### config.mk
export PLATFORM = sky130hd
export DESIGN_NAME = dma_ctrl
export DESIGN_NICKNAME = d
export VERILOG_FILES = /design/src/rtl/dma_pkg.sv /design/src/rtl/dma_addr_gen.sv /design/src/rtl/dma_ctrl.sv
export SDC_FILE = /design/constraint.sdc
export NUM_CORES = 1
export LEC_CHECK = 0
export CAP_MARGIN = 20
export CORE_MARGIN = 3
export CORE_UTILIZATION = 40
export DETAILED_ROUTE_END_ITERATION = 16
export GPL_ROUTABILITY_DRIVEN = 0
export HOLD_SLACK_MARGIN = 0.15
export PLACE_DENSITY_LB_ADDON = 0.08
export SLEW_MARGIN = 0
export SYNTH_ARGS = -nofsm -noshare
export SYNTH_HDL_FRONTEND = slang
export SYNTH_HIERARCHICAL = 1
export SYNTH_SLANG_ARGS = --single-unit
### constraint.sdc
create_clock -name clk -period 3.9 [get_ports clk]
set_input_delay 0.78 -clock clk [delete_from_list [all_inputs] [get_ports clk]]
set_output_delay 0.78 -clock clk [all_outputs]
set_load 0.05 [all_outputs]
### src/rtl/dma_pkg.sv
// Shared types and helpers for the DMA address-side controller.
package dma_pkg;

  typedef enum logic [1:0] {
    StIdle,
    StRun,
    StDone
  } state_e;

  localparam logic [1:0] AXI_RESP_OKAY = 2'b00;

  // Beats in the next burst: remaining beats capped at 2^max_log2.
  function automatic logic [8:0] burst_beats(input logic [31:0] remain,
                                             input int unsigned max_log2);
    logic [31:0] cap;
    cap = 32'd1 << max_log2;
    return (remain < cap) ? remain[8:0] : cap[8:0];
  endfunction

endpackage

### src/rtl/dma_addr_gen.sv
// One address channel (AR or AW): splits a transfer into INCR bursts and
// presents them under an outstanding-burst limit.
module dma_addr_gen
  import dma_pkg::*;
#(
  parameter int unsigned ADDR_WIDTH      = 32,
  parameter int unsigned LEN_WIDTH       = 16,
  parameter int unsigned BEAT_BYTES_LOG2 = 2,
  parameter int unsigned MAX_BURST_LOG2  = 4,
  parameter int unsigned MAX_OUTSTANDING = 4
) (
  input  logic                  clk,
  input  logic                  rst_n,
  input  logic                  i_load,
  input  logic [ADDR_WIDTH-1:0] i_base,
  input  logic [LEN_WIDTH-1:0]  i_len,
  input  logic                  i_run,
  input  logic                  i_rdy,
  input  logic                  i_dec,
  output logic                  o_vld,
  output logic [ADDR_WIDTH-1:0] o_addr,
  output logic [7:0]            o_len
);

  localparam int unsigned OutW = $clog2(MAX_OUTSTANDING + 1);

  logic [ADDR_WIDTH-1:0] r_base;
  logic [ADDR_WIDTH-1:0] r_addr;
  logic [LEN_WIDTH-1:0]  r_offset;
  logic [LEN_WIDTH-1:0]  r_remain;
  logic [OutW-1:0]       r_outst;
  logic                  r_vld;
  logic [7:0]            r_len;

  logic                  w_fire;
  logic                  w_dec;
  logic                  w_present;
  logic [OutW-1:0]       w_outst_d;
  logic [8:0]            w_beats;
  logic [8:0]            w_load_beats;

  always_comb begin
    w_fire       = r_vld & i_rdy;
    w_dec        = i_dec & (r_outst != '0);
    w_outst_d    = r_outst;
    if (w_fire && !w_dec) begin
      w_outst_d = r_outst + OutW'(1);
    end else if (!w_fire && w_dec) begin
      w_outst_d = r_outst - OutW'(1);
    end
    w_beats      = burst_beats(32'(r_remain), MAX_BURST_LOG2);
    w_load_beats = burst_beats(32'(i_len), MAX_BURST_LOG2);
    // The slot is free when nothing is presented or the current burst fires now.
    w_present    = i_run && (!r_vld || w_fire) && (r_remain != '0) &&
                   (32'(w_outst_d) < MAX_OUTSTANDING);
  end

  always_ff @(posedge clk or negedge rst_n) begin
    if (!rst_n) begin
      r_base   <= '0;
      r_addr   <= '0;
      r_offset <= '0;
      r_remain <= '0;
      r_outst  <= '0;
      r_vld    <= 1'b0;
      r_len    <= '0;
    end else if (i_load) begin
      r_base   <= i_base;
      r_addr   <= i_base;
      r_len    <= 8'(w_load_beats - 9'd1);
      r_offset <= LEN_WIDTH'(w_load_beats);
      r_remain <= i_len - LEN_WIDTH'(w_load_beats);
      r_outst  <= '0;
      r_vld    <= 1'b1;
    end else begin
      r_outst <= w_outst_d;
      if (w_present) begin
        r_vld    <= 1'b1;
        r_addr   <= r_base + (ADDR_WIDTH'(r_offset) << BEAT_BYTES_LOG2);
        r_len    <= 8'(w_beats - 9'd1);
        r_offset <= r_offset + LEN_WIDTH'(w_beats);
        r_remain <= r_remain - LEN_WIDTH'(w_beats);
      end else if (w_fire) begin
        r_vld <= 1'b0;
      end
    end
  end

  assign o_vld  = r_vld;
  assign o_addr = r_addr;
  assign o_len  = r_len;

endmodule

### src/rtl/dma_ctrl.sv
// Address-side controller for an AXI memory-to-memory copy: FSM, write-response
// counting and error flag around two independent burst generators.
module dma_ctrl
  import dma_pkg::*;
#(
  parameter int unsigned ADDR_WIDTH      = 32,
  parameter int unsigned LEN_WIDTH       = 16,
  parameter int unsigned BEAT_BYTES_LOG2 = 2,
  parameter int unsigned MAX_BURST_LOG2  = 4,
  parameter int unsigned MAX_OUTSTANDING = 4
) (
  input  logic                  clk,
  input  logic                  rst_n,
  input  logic                  i_start,
  input  logic [ADDR_WIDTH-1:0] i_rd_base,
  input  logic [ADDR_WIDTH-1:0] i_wr_base,
  input  logic [LEN_WIDTH-1:0]  i_len,
  output logic                  o_busy,
  output logic                  o_done,
  output logic                  o_err,
  output logic                  o_ar_vld,
  input  logic                  i_ar_rdy,
  output logic [ADDR_WIDTH-1:0] o_ar_addr,
  output logic [7:0]            o_ar_len,
  output logic                  o_aw_vld,
  input  logic                  i_aw_rdy,
  output logic [ADDR_WIDTH-1:0] o_aw_addr,
  output logic [7:0]            o_aw_len,
  input  logic                  i_r_last,
  input  logic                  i_b_vld,
  input  logic [1:0]            i_b_resp,
  output logic                  o_b_rdy
);

  localparam int unsigned CntW = LEN_WIDTH + 1;

  state_e          r_state;
  state_e          w_state_d;
  logic            r_err;
  logic [CntW-1:0] r_bcnt;
  logic [CntW-1:0] r_nbursts;

  logic            w_run;
  logic            w_start_acc;
  logic            w_load;
  logic            w_b_in;
  logic            w_last_b;
  logic [CntW-1:0] w_len_round;
  logic [CntW-1:0] w_nbursts;

  always_comb begin
    w_run       = (r_state == StRun);
    w_start_acc = i_start && !w_run;
    w_load      = w_start_acc && (i_len != '0);
    w_b_in      = i_b_vld && w_run;
    w_last_b    = w_b_in && ((r_bcnt + CntW'(1)) == r_nbursts);
    w_len_round = {1'b0, i_len} + CntW'((32'd1 << MAX_BURST_LOG2) - 32'd1);
    w_nbursts   = w_len_round >> MAX_BURST_LOG2;
  end

  always_ff @(posedge clk or negedge rst_n) begin
    if (!rst_n) begin
      r_state <= StIdle;
    end else begin
      r_state <= w_state_d;
    end
  end

  always_comb begin
    w_state_d = r_state;
    unique case (r_state)
      StIdle, StDone: begin
        if (i_start) begin
          w_state_d = (i_len != '0) ? StRun : StDone;
        end
      end
      StRun: begin
        if (w_last_b) begin
          w_state_d = StDone;
        end
      end
      default: w_state_d = StIdle;
    endcase
  end

  always_comb begin
    o_busy  = (r_state == StRun);
    o_done  = (r_state == StDone);
    o_err   = r_err;
    o_b_rdy = 1'b1;
  end

  always_ff @(posedge clk or negedge rst_n) begin
    if (!rst_n) begin
      r_err     <= 1'b0;
      r_bcnt    <= '0;
      r_nbursts <= '0;
    end else if (w_start_acc) begin
      r_err     <= 1'b0;
      r_bcnt    <= '0;
      r_nbursts <= w_nbursts;
    end else if (w_b_in) begin
      r_bcnt <= r_bcnt + CntW'(1);
      if (i_b_resp != AXI_RESP_OKAY) begin
        r_err <= 1'b1;
      end
    end
  end

  dma_addr_gen #(
    .ADDR_WIDTH      (ADDR_WIDTH),
    .LEN_WIDTH       (LEN_WIDTH),
    .BEAT_BYTES_LOG2 (BEAT_BYTES_LOG2),
    .MAX_BURST_LOG2  (MAX_BURST_LOG2),
    .MAX_OUTSTANDING (MAX_OUTSTANDING)
  ) u_ar_gen (
    .clk    (clk),
    .rst_n  (rst_n),
    .i_load (w_load),
    .i_base (i_rd_base),
    .i_len  (i_len),
    .i_run  (w_run),
    .i_rdy  (i_ar_rdy),
    .i_dec  (i_r_last && w_run),
    .o_vld  (o_ar_vld),
    .o_addr (o_ar_addr),
    .o_len  (o_ar_len)
  );

  dma_addr_gen #(
    .ADDR_WIDTH      (ADDR_WIDTH),
    .LEN_WIDTH       (LEN_WIDTH),
    .BEAT_BYTES_LOG2 (BEAT_BYTES_LOG2),
    .MAX_BURST_LOG2  (MAX_BURST_LOG2),
    .MAX_OUTSTANDING (MAX_OUTSTANDING)
  ) u_aw_gen (
    .clk    (clk),
    .rst_n  (rst_n),
    .i_load (w_load),
    .i_base (i_wr_base),
    .i_len  (i_len),
    .i_run  (w_run),
    .i_rdy  (i_aw_rdy),
    .i_dec  (w_b_in),
    .o_vld  (o_aw_vld),
    .o_addr (o_aw_addr),
    .o_len  (o_aw_len)
  );

endmodule

==> flow_summary_export.csv, run 1 <==
group,metric,value,unit
critical_path,critPathMaxFanout,4,
logic_synthesis,synth_seq_cells,249,
timing,skew,0.00767,ns
clock_network,ctsRootBufferMaster,"clkbuf_16",
logic_synthesis,syn_inst,1743,
clock_network,cts.sinks,249,
floorplanning,die-area,41600,um^2
detailed_routing,avgViaCountPerCell,5.50,
detailed_routing,routedWlPerCell,18.0,um
pwr,p_leak,8.07,nW
detailed_routing,dr.pass1.iters,5,
pwr,switching_share,0.448,
floorplanning,fp.coreArea,38200,um^2
cells_and_area,drive_gt1_frac,0.108,
clock_network,htree_levels,1,
clock_network,clk_pin_slew,0.06,ns
logic_synthesis,synth_area_per_cell,9.00,um^2
cells_and_area,final_area,19300,um^2
timing,min_period,3.63,ns
timing,period_share,0.931,
grt,grt_usage,0.210,
timing,worst_pin_slew,0.840,ns
cells_and_area,n_fill_cell,3587,
floorplanning,dieWidth,204,um
timing,fmaxAchievable,275,MHz
timing,slew_violations,0,
run,maxCapViolCount,0,
grt,grt_max_degree,100,
timing,hold_viol_final,0,
pwr,p_total,16.2,mW
critical_path,end_kind,"register",
timing,grt_setup_unrepaired,"no",
floorplanning,start_util,0.411,
timing,finalSetupTns,0,ns
placed_design,dp_hpwl,31500,um
critical_path,startpoint_type,"register",
clock_network,cts_tree,"yes",
logic_synthesis,async_reset_ff_frac,1.00,
grt,gr-total-overflow,0,
pwr,clock_power_share,0.179,
detailed_routing,vias,13566,
floorplanning,io_pins,175,
floorplanning,die_h,204,um
outcome,status,"completed",
detailed_routing,postRouteAntennaNets,0,
logic_synthesis,synth_seq_area_share,0.397,
detailed_routing,wl,44300,um
logic_synthesis,synth_area,15700,um^2
critical_path,cp.arrival,4.13,ns
clock_network,cts_hold_buf,0,
grt,grt_pass1_wl,71900,um
clock_network,numCtsBuffers,30,
cells_and_area,fin_util,0.505,
detailed_routing,drc,0,
timing,slew_headroom,0.440,
critical_path,critPathRequiredTime,4.39,ns
cells_and_area,nNetsFinal,2083,
pwr,irDropWorstVdd,0.484,mV
cells_and_area,n_antenna_cell,0,
logic_synthesis,yosys_warnings,6,
pwr,seqPwrFrac,0.289,
clock_network,clk_latency,0.57,ns
grt,antenna_found_initial,0,
logic_synthesis,synth_edf_count,0,
detailed_routing,drt_iter0_drc,716,
pwr,internal-power,8.93,mW
timing,setup_viol,0,
pwr,combPwrFrac,0.532,
pwr,switchingPower,7.25,mW
clock_network,post_cts_buffers,0,
placed_design,postPlaceCellArea,18300,um^2
cells_and_area,areaGrowthSynthToFinish,23.0,%
grt,grt_pass1_vias,13514,
logic_synthesis,yosys.cell_types.count,83,
logic_synthesis,synth_ff_type,"dfrtp_1",
critical_path,critPathKind,"register to register",
worst_hold_path,hold_class,"input pin to asynchronous set/reset pin",
clock_network,clock_path_buffers,3,
placed_design,portBuffers,173,
pwr,power.density,839,nW/um^2
floorplanning,std_cell_rows,71,
placed cells by master, fill, tap and decap left out, types with 46 or more instances in the layout:
| master | count |
|---|---|
| nor4_1 | 46 |
| nand2_1 | 182 |
| buf_4 | 69 |
| nor2_1 | 96 |
| dfrtp_1 | 249 |
| inv_1 | 71 |
| clkdlybuf4s50_1 | 172 |
| ha_1 | 59 |
| xnor2_1 | 62 |
| a21oi_1 | 96 |
| nand3_1 | 48 |
| o21ai_0 | 180 |
area by class of cell:
cell class                      count  area, um^2  share of cell area
Inverter                           72         270              0.0140
Tap cell                          511         639              0.0331
Sequential cell                   249        6230               0.323
Timing Repair Buffer              246        2330               0.121
Clock buffer                       45         918              0.0476
Clock inverter                     10         108             0.00558
Multi-Input combinational cell   1332        8790               0.456
path summary, 6_finish.rpt:
| check | start | endpoint | slack [ns] | cells past startpoint |
|---|---|---|---|---|
| min | rst_n | u_aw_gen/o_addr[15] | 0.26 | 1 |
| max | u_ar_gen/r_remain[6] | u_ar_gen/r_offset[14] | 0.27 | 12 |
| min reg2reg | u_aw_gen/o_addr[27] | u_aw_gen/o_addr[27] | 0.48 | 2 |
| max reg2reg | u_ar_gen/r_remain[6] | u_ar_gen/r_offset[14] | 0.27 | 12 |
| min in group clk | u_aw_gen/o_addr[27] | u_aw_gen/o_addr[27] | 0.48 | 2 |
| max in group asynchronous | rst_n | u_ar_gen/r_base[0] | 2.78 | 2 |
registers in the layout, summed over array words and instances (netlist names):
signal and flops:
o_err 1, r_bcnt 17, r_nbursts 13, r_state 2
u_ar_gen/o_addr 32, u_ar_gen/o_len 8, u_ar_gen/o_vld 1, u_ar_gen/r_base 32
u_ar_gen/r_offset 16, u_ar_gen/r_outst 3, u_ar_gen/r_remain 16, u_aw_gen/o_addr 32
u_aw_gen/o_len 8, u_aw_gen/o_vld 1, u_aw_gen/r_base 32, u_aw_gen/r_offset 16
u_aw_gen/r_outst 3, u_aw_gen/r_remain 16
synthesized netlist by cell type (7+ instances only):
| cell | n | area, um^2 |
|---|---|---|
| a211oi_1 | 19 | 143 |
| ha_1 | 59 | 738 |
| a31oi_1 | 14 | 87.6 |
| and3_1 | 20 | 125 |
| nand2_1 | 182 | 683 |
| xor2_1 | 37 | 324 |
| clkbuf_1 | 64 | 240 |
| nand2b_1 | 10 | 62.6 |
| o21a_1 | 32 | 240 |
| nor3_1 | 41 | 205 |
| nor2b_1 | 15 | 93.8 |
| buf_6 | 7 | 78.8 |
| a21oi_1 | 96 | 480 |
| o211ai_1 | 10 | 75.1 |
| a2bb2oi_1 | 8 | 70.1 |
| nand4_1 | 19 | 119 |
| a22oi_1 | 7 | 52.6 |
| buf_4 | 8 | 60.1 |
| xnor2_1 | 62 | 543 |
| and2_1 | 10 | 62.6 |
| buf_2 | 11 | 55.1 |
| mux2_2 | 34 | 383 |
| or3_1 | 20 | 125 |
| o311ai_0 | 16 | 140 |
| mux2i_1 | 43 | 430 |
| and4_1 | 15 | 131 |
| nor4_1 | 46 | 288 |
| or4_1 | 14 | 105 |
| or2_2 | 12 | 75.1 |
| nand3_1 | 48 | 240 |
| o21ai_0 | 180 | 901 |
| nor2_1 | 101 | 379 |
| o31ai_1 | 11 | 82.6 |
| dfrtp_1 | 249 | 6230 |
| nor4b_1 | 8 | 70.1 |
| a21o_1 | 20 | 150 |
| inv_1 | 71 | 267 |
worst max-delay path, stage by stage (launching register included):
cell and delay (ns):
dfrtp_1 0.42, or4_4 0.57, nor3_1 0.39, and3_1 0.26, ha_1 0.18, inv_1 0.07
fa_1 0.40, nor2b_1 0.17, o21a_1 0.18, or2_2 0.18, a211oi_2 0.09, or4_1 0.51
a21oi_1 0.15
routing by layer:
layer,up-vias,track usage,part of all wire
met5,-,0,0
met4,0,0.0455,0.023
met3,65,0.0280,0.037
met2,252,0.355,0.47
met1,6538,0.287,0.47
li1,6711,-,-
metrics by stage:
stage | hold slack, ns | cells | setup WS (ns)
finish | 0.264 | 2465 | 0.270
global route | 0.319 | 2465 | 0.0255
CTS | 0.282 | 2465 | 0.225
detailed placement | 0.471 | 2410 | 0.177
global placement | 0.461 | 2410 | 0.238
floorplan | 0.466 | 1749 | 0.381
logic make-up (layout without fill, tap and decap cells):
| family | count (synthesis) | count (layout) | synth area share |
|---|---|---|---|
| and+or+nand+nor | 598 | 598 | 0.199 |
| AOI/OAI and AO/OA | 480 | 480 | 0.194 |
| DFF | 249 | 249 | 0.397 |
| buffers and inverters | 168 | 373 | 0.0463 |
| xor gates and xnor gates | 99 | 99 | 0.0553 |
| muxes | 79 | 79 | 0.0538 |
| adders and majority gates | 65 | 65 | 0.0536 |
| other | 5 | 11 | 0.00120 |
power groups by stage:
stage          clock network, mW  logic (mW)  registers [mW]
2_1_floorplan                  0        5.10            5.62
3_3_place_gp                   0        8.53            4.69
3_5_place_dp                   0        8.65            4.69
4_1_cts                     2.99        8.69            4.67
5_1_grt                     3.08        9.53            4.83
6_report                    2.89        8.62            4.68
what timing repair did:
item	4_1_cts	5_1_grt
gates resized for setup	0	1
endpoints found under the setup margin	0	1
hold endpoints to repair	0	0
No activity file was read; power rests on OpenSTA's default activity.
==> inputs of run 2 (changes only) <==
--- a/config.mk
+++ b/config.mk
@@ -9,6 +9,7 @@
 export CORE_MARGIN = 3
 export CORE_UTILIZATION = 40
 export DETAILED_ROUTE_END_ITERATION = 16
+export DONT_BUFFER_PORTS = 1
 export GPL_ROUTABILITY_DRIVEN = 0
 export HOLD_SLACK_MARGIN = 0.15
 export PLACE_DENSITY_LB_ADDON = 0.08
==> run 2 against run 1 <==
  * The run now ends with hold timing left
  * Worst setup slack better by 0.11 ns
  * Final cell count is 8.2% lower
  * Sequential power is 28% higher
  * Non-clock buffer count is 205 lower
  * First-iteration DRC count fell by 18%
  * Clock skew grew 0.010 ns
  * Sequential share of layout area is 3.7 points higher
  * Sequential cell count unchanged
  * Global-route usage decreased by 0.23 points
  * Die area unchanged
  * Maximum frequency up 3.1%
  * Critical path type unchanged
  * Critical endpoint is now u_aw_gen/r_offset[15]
  * Largest power group unchanged
==> flow_summary_export.csv, run 2 (synthesized netlist as in run 1, its figures left out) <==
group,metric,value,unit
placed_design,portBuffers,0,
timing,worst_pin_slew,0.943,ns
critical_path,rrSetupSlack,0.38,ns
floorplanning,start_util,0.411,
grt,grt_pass1_vias,12960,
pwr,p_leak,7.25,nW
critical_path,critical_path.top_delay_family,"simple AND/OR/NAND/NOR gates",
detailed_routing,drc,0,
timing,min_period,3.52,ns
critical_path,end_kind,"register",
cells_and_area,drive_gt1_frac,0.105,
critical_path,critPathRequiredTime,4.34,ns
clock_network,cts.sinks,249,
clock_network,clk_pin_slew,0.06,ns
timing,period_share,0.903,
floorplanning,die_h,204,um
timing,finalSetupTns,0,ns
pwr,power.density,884,nW/um^2
detailed_routing,postRouteAntennaNets,0,
timing,slew_violations,0,
detailed_routing,drt_iter0_drc,585,
timing,timing.hold.ws,-0.0843,ns
clock_network,numCtsBuffers,31,
clock_network,clk_latency,0.57,ns
critical_path,path_buf_inv,1,
worst_hold_path,hold_class,"input pin to asynchronous set/reset pin",
detailed_routing,routedWlPerCell,19.4,um
timing,slew_headroom,0.369,
clock_network,cts_tree,"yes",
grt,grt_pass1_wl,70900,um
grt,grt_max_degree,250,
critical_path,critPathMaxFanout,5,
critical_path,r2r_cells,12,
critical_path,cp_slowest_cell,"or4_4",
critical_path,startpoint,"u_aw_gen/r_remain[6]",
clock_network,ctsRootBufferMaster,"clkbuf_16",
timing,grt_setup_unrepaired,"no",
run,maxCapViolCount,0,
floorplanning,dieWidth,204,um
clock_network,clock_path_buffers,3,
critical_path,startpoint_type,"register",
cells_and_area,n_antenna_cell,0,
grt,gr-total-overflow,0,
cells_and_area,nNetsFinal,1879,
floorplanning,io_pins,175,
outcome,status,"finished with violations",
floorplanning,fp.coreArea,38200,um^2
floorplanning,die-area,41600,um^2
timing,skew,0.0180,ns
critical_path,r2r_end,"u_aw_gen/r_offset[15]",
clock_network,post_cts_buffers,0,
pwr,p_total,15.3,mW
critical_path,r2r-start,"u_aw_gen/r_remain[6]",
timing,setup_viol,0,
critical_path,critPathKind,"register to register",
critical_path,crit_end,"u_aw_gen/r_offset[15]",
clock_network,htree_levels,1,
placed_design,dp_hpwl,30400,um
grt,grt_usage,0.207,
detailed_routing,vias,12819,
detailed_routing,wl,43800,um
pwr,irDropWorstVdd,0.519,mV
outcome,violations,"hold timing",
detailed_routing,avgViaCountPerCell,5.67,
cells_and_area,layout_common_cells,"dfrtp_1 (249), nand2_1 (182), o21ai_0 (180), nor2_1 (96), a21oi_1 (96)",
cells_and_area,final_common_cell,"dfrtp_1",
cells_and_area,areaGrowthSynthToFinish,10.4,%
floorplanning,std_cell_rows,71,
detailed_routing,dr.pass1.iters,5,
critical_path,cpPeakStageDelay,0.56,ns
timing,hold_viol_final,139,
timing,fmaxAchievable,284,MHz
critical_path,crit_cells,12,
grt,antenna_found_initial,0,
critical_path,cp.arrival,3.97,ns
critical_path,worstPathCellList,"or4_4 > or2_2 > nor3_1 > nand2_1 > inv_1 > ha_1 > a21oi_1 > o211ai_1 > maj3_2 > a21oi_4 > nor4b_2 > mux2_4",
-- run 2: metal layers --
metal | GRT usage | wire (um)
met5 | 0 | 0
met4 | 0.0504 | 953
met3 | 0.0369 | 2060
met2 | 0.348 | 20800
met1 | 0.279 | 19900
-- run 2: timing repair --
item	4_1_cts	5_1_grt
gates resized for setup	0	2
hold endpoints to repair	249	249
setup endpoints to repair	0	2
-- run 2: layout make-up --
| type | count | area (um^2) |
|---|---|---|
| Timing Repair Buffer | 41 | 320 |
| Tap cell | 511 | 639 |
| Inverter | 72 | 270 |
| Multi-Input combinational cell | 1332 | 8800 |
| Fill cell | 3721 | 20900 |
| Sequential cell | 249 | 6230 |
| Clock inverter | 14 | 161 |
| Clock buffer | 43 | 901 |
-- run 2: power by group --
group	switching (mW)	leakage (nW)	internal (mW)
sequential	2.28	3.09	3.71
combinational	3.62	3.64	2.72
clock	1.18	0.524	1.81
total	7.08	7.25	8.23
-- run 2: worst min path at each step --
| stage | slack (ns) | cells after the start | to |
|---|---|---|---|
| 4_1_cts | -0.12 | 0 | u_aw_gen/o_addr[3] |
| 3_3_place_gp | 0.48 | 1 | u_ar_gen/r_base[1] |
| 5_1_grt | -0.12 | 0 | u_aw_gen/o_addr[13] |
| 3_5_place_dp | 0.48 | 1 | u_ar_gen/r_base[0] |
| 6_report | -0.08 | 0 | u_aw_gen/r_base[14] |
| 2_1_floorplan | 0.47 | 2 | r_nbursts[9] |
-- run 2: through the flow --
step,setup slack (ns),util,area (um^2),cells
3_5_place_dp,0.254,0.425,16200,2205
2_1_floorplan,0.381,-,15700,1749
4_1_cts,0.215,0.453,17300,2262
3_3_place_gp,0.369,0.425,16200,2205
6_report,0.377,0.453,17300,2262
5_1_grt,0.113,0.453,17300,2262
-- run 2: worst register-to-register path, stage by stage, from the launching register on --
cell and delay (ns):
dfrtp_1 0.41, or4_4 0.56, or2_2 0.34, nor3_1 0.25
nand2_1 0.14, inv_1 0.13, ha_1 0.24, a21oi_1 0.20
o211ai_1 0.13, maj3_2 0.37, a21oi_4 0.24, nor4b_2 0.09
mux2_4 0.30
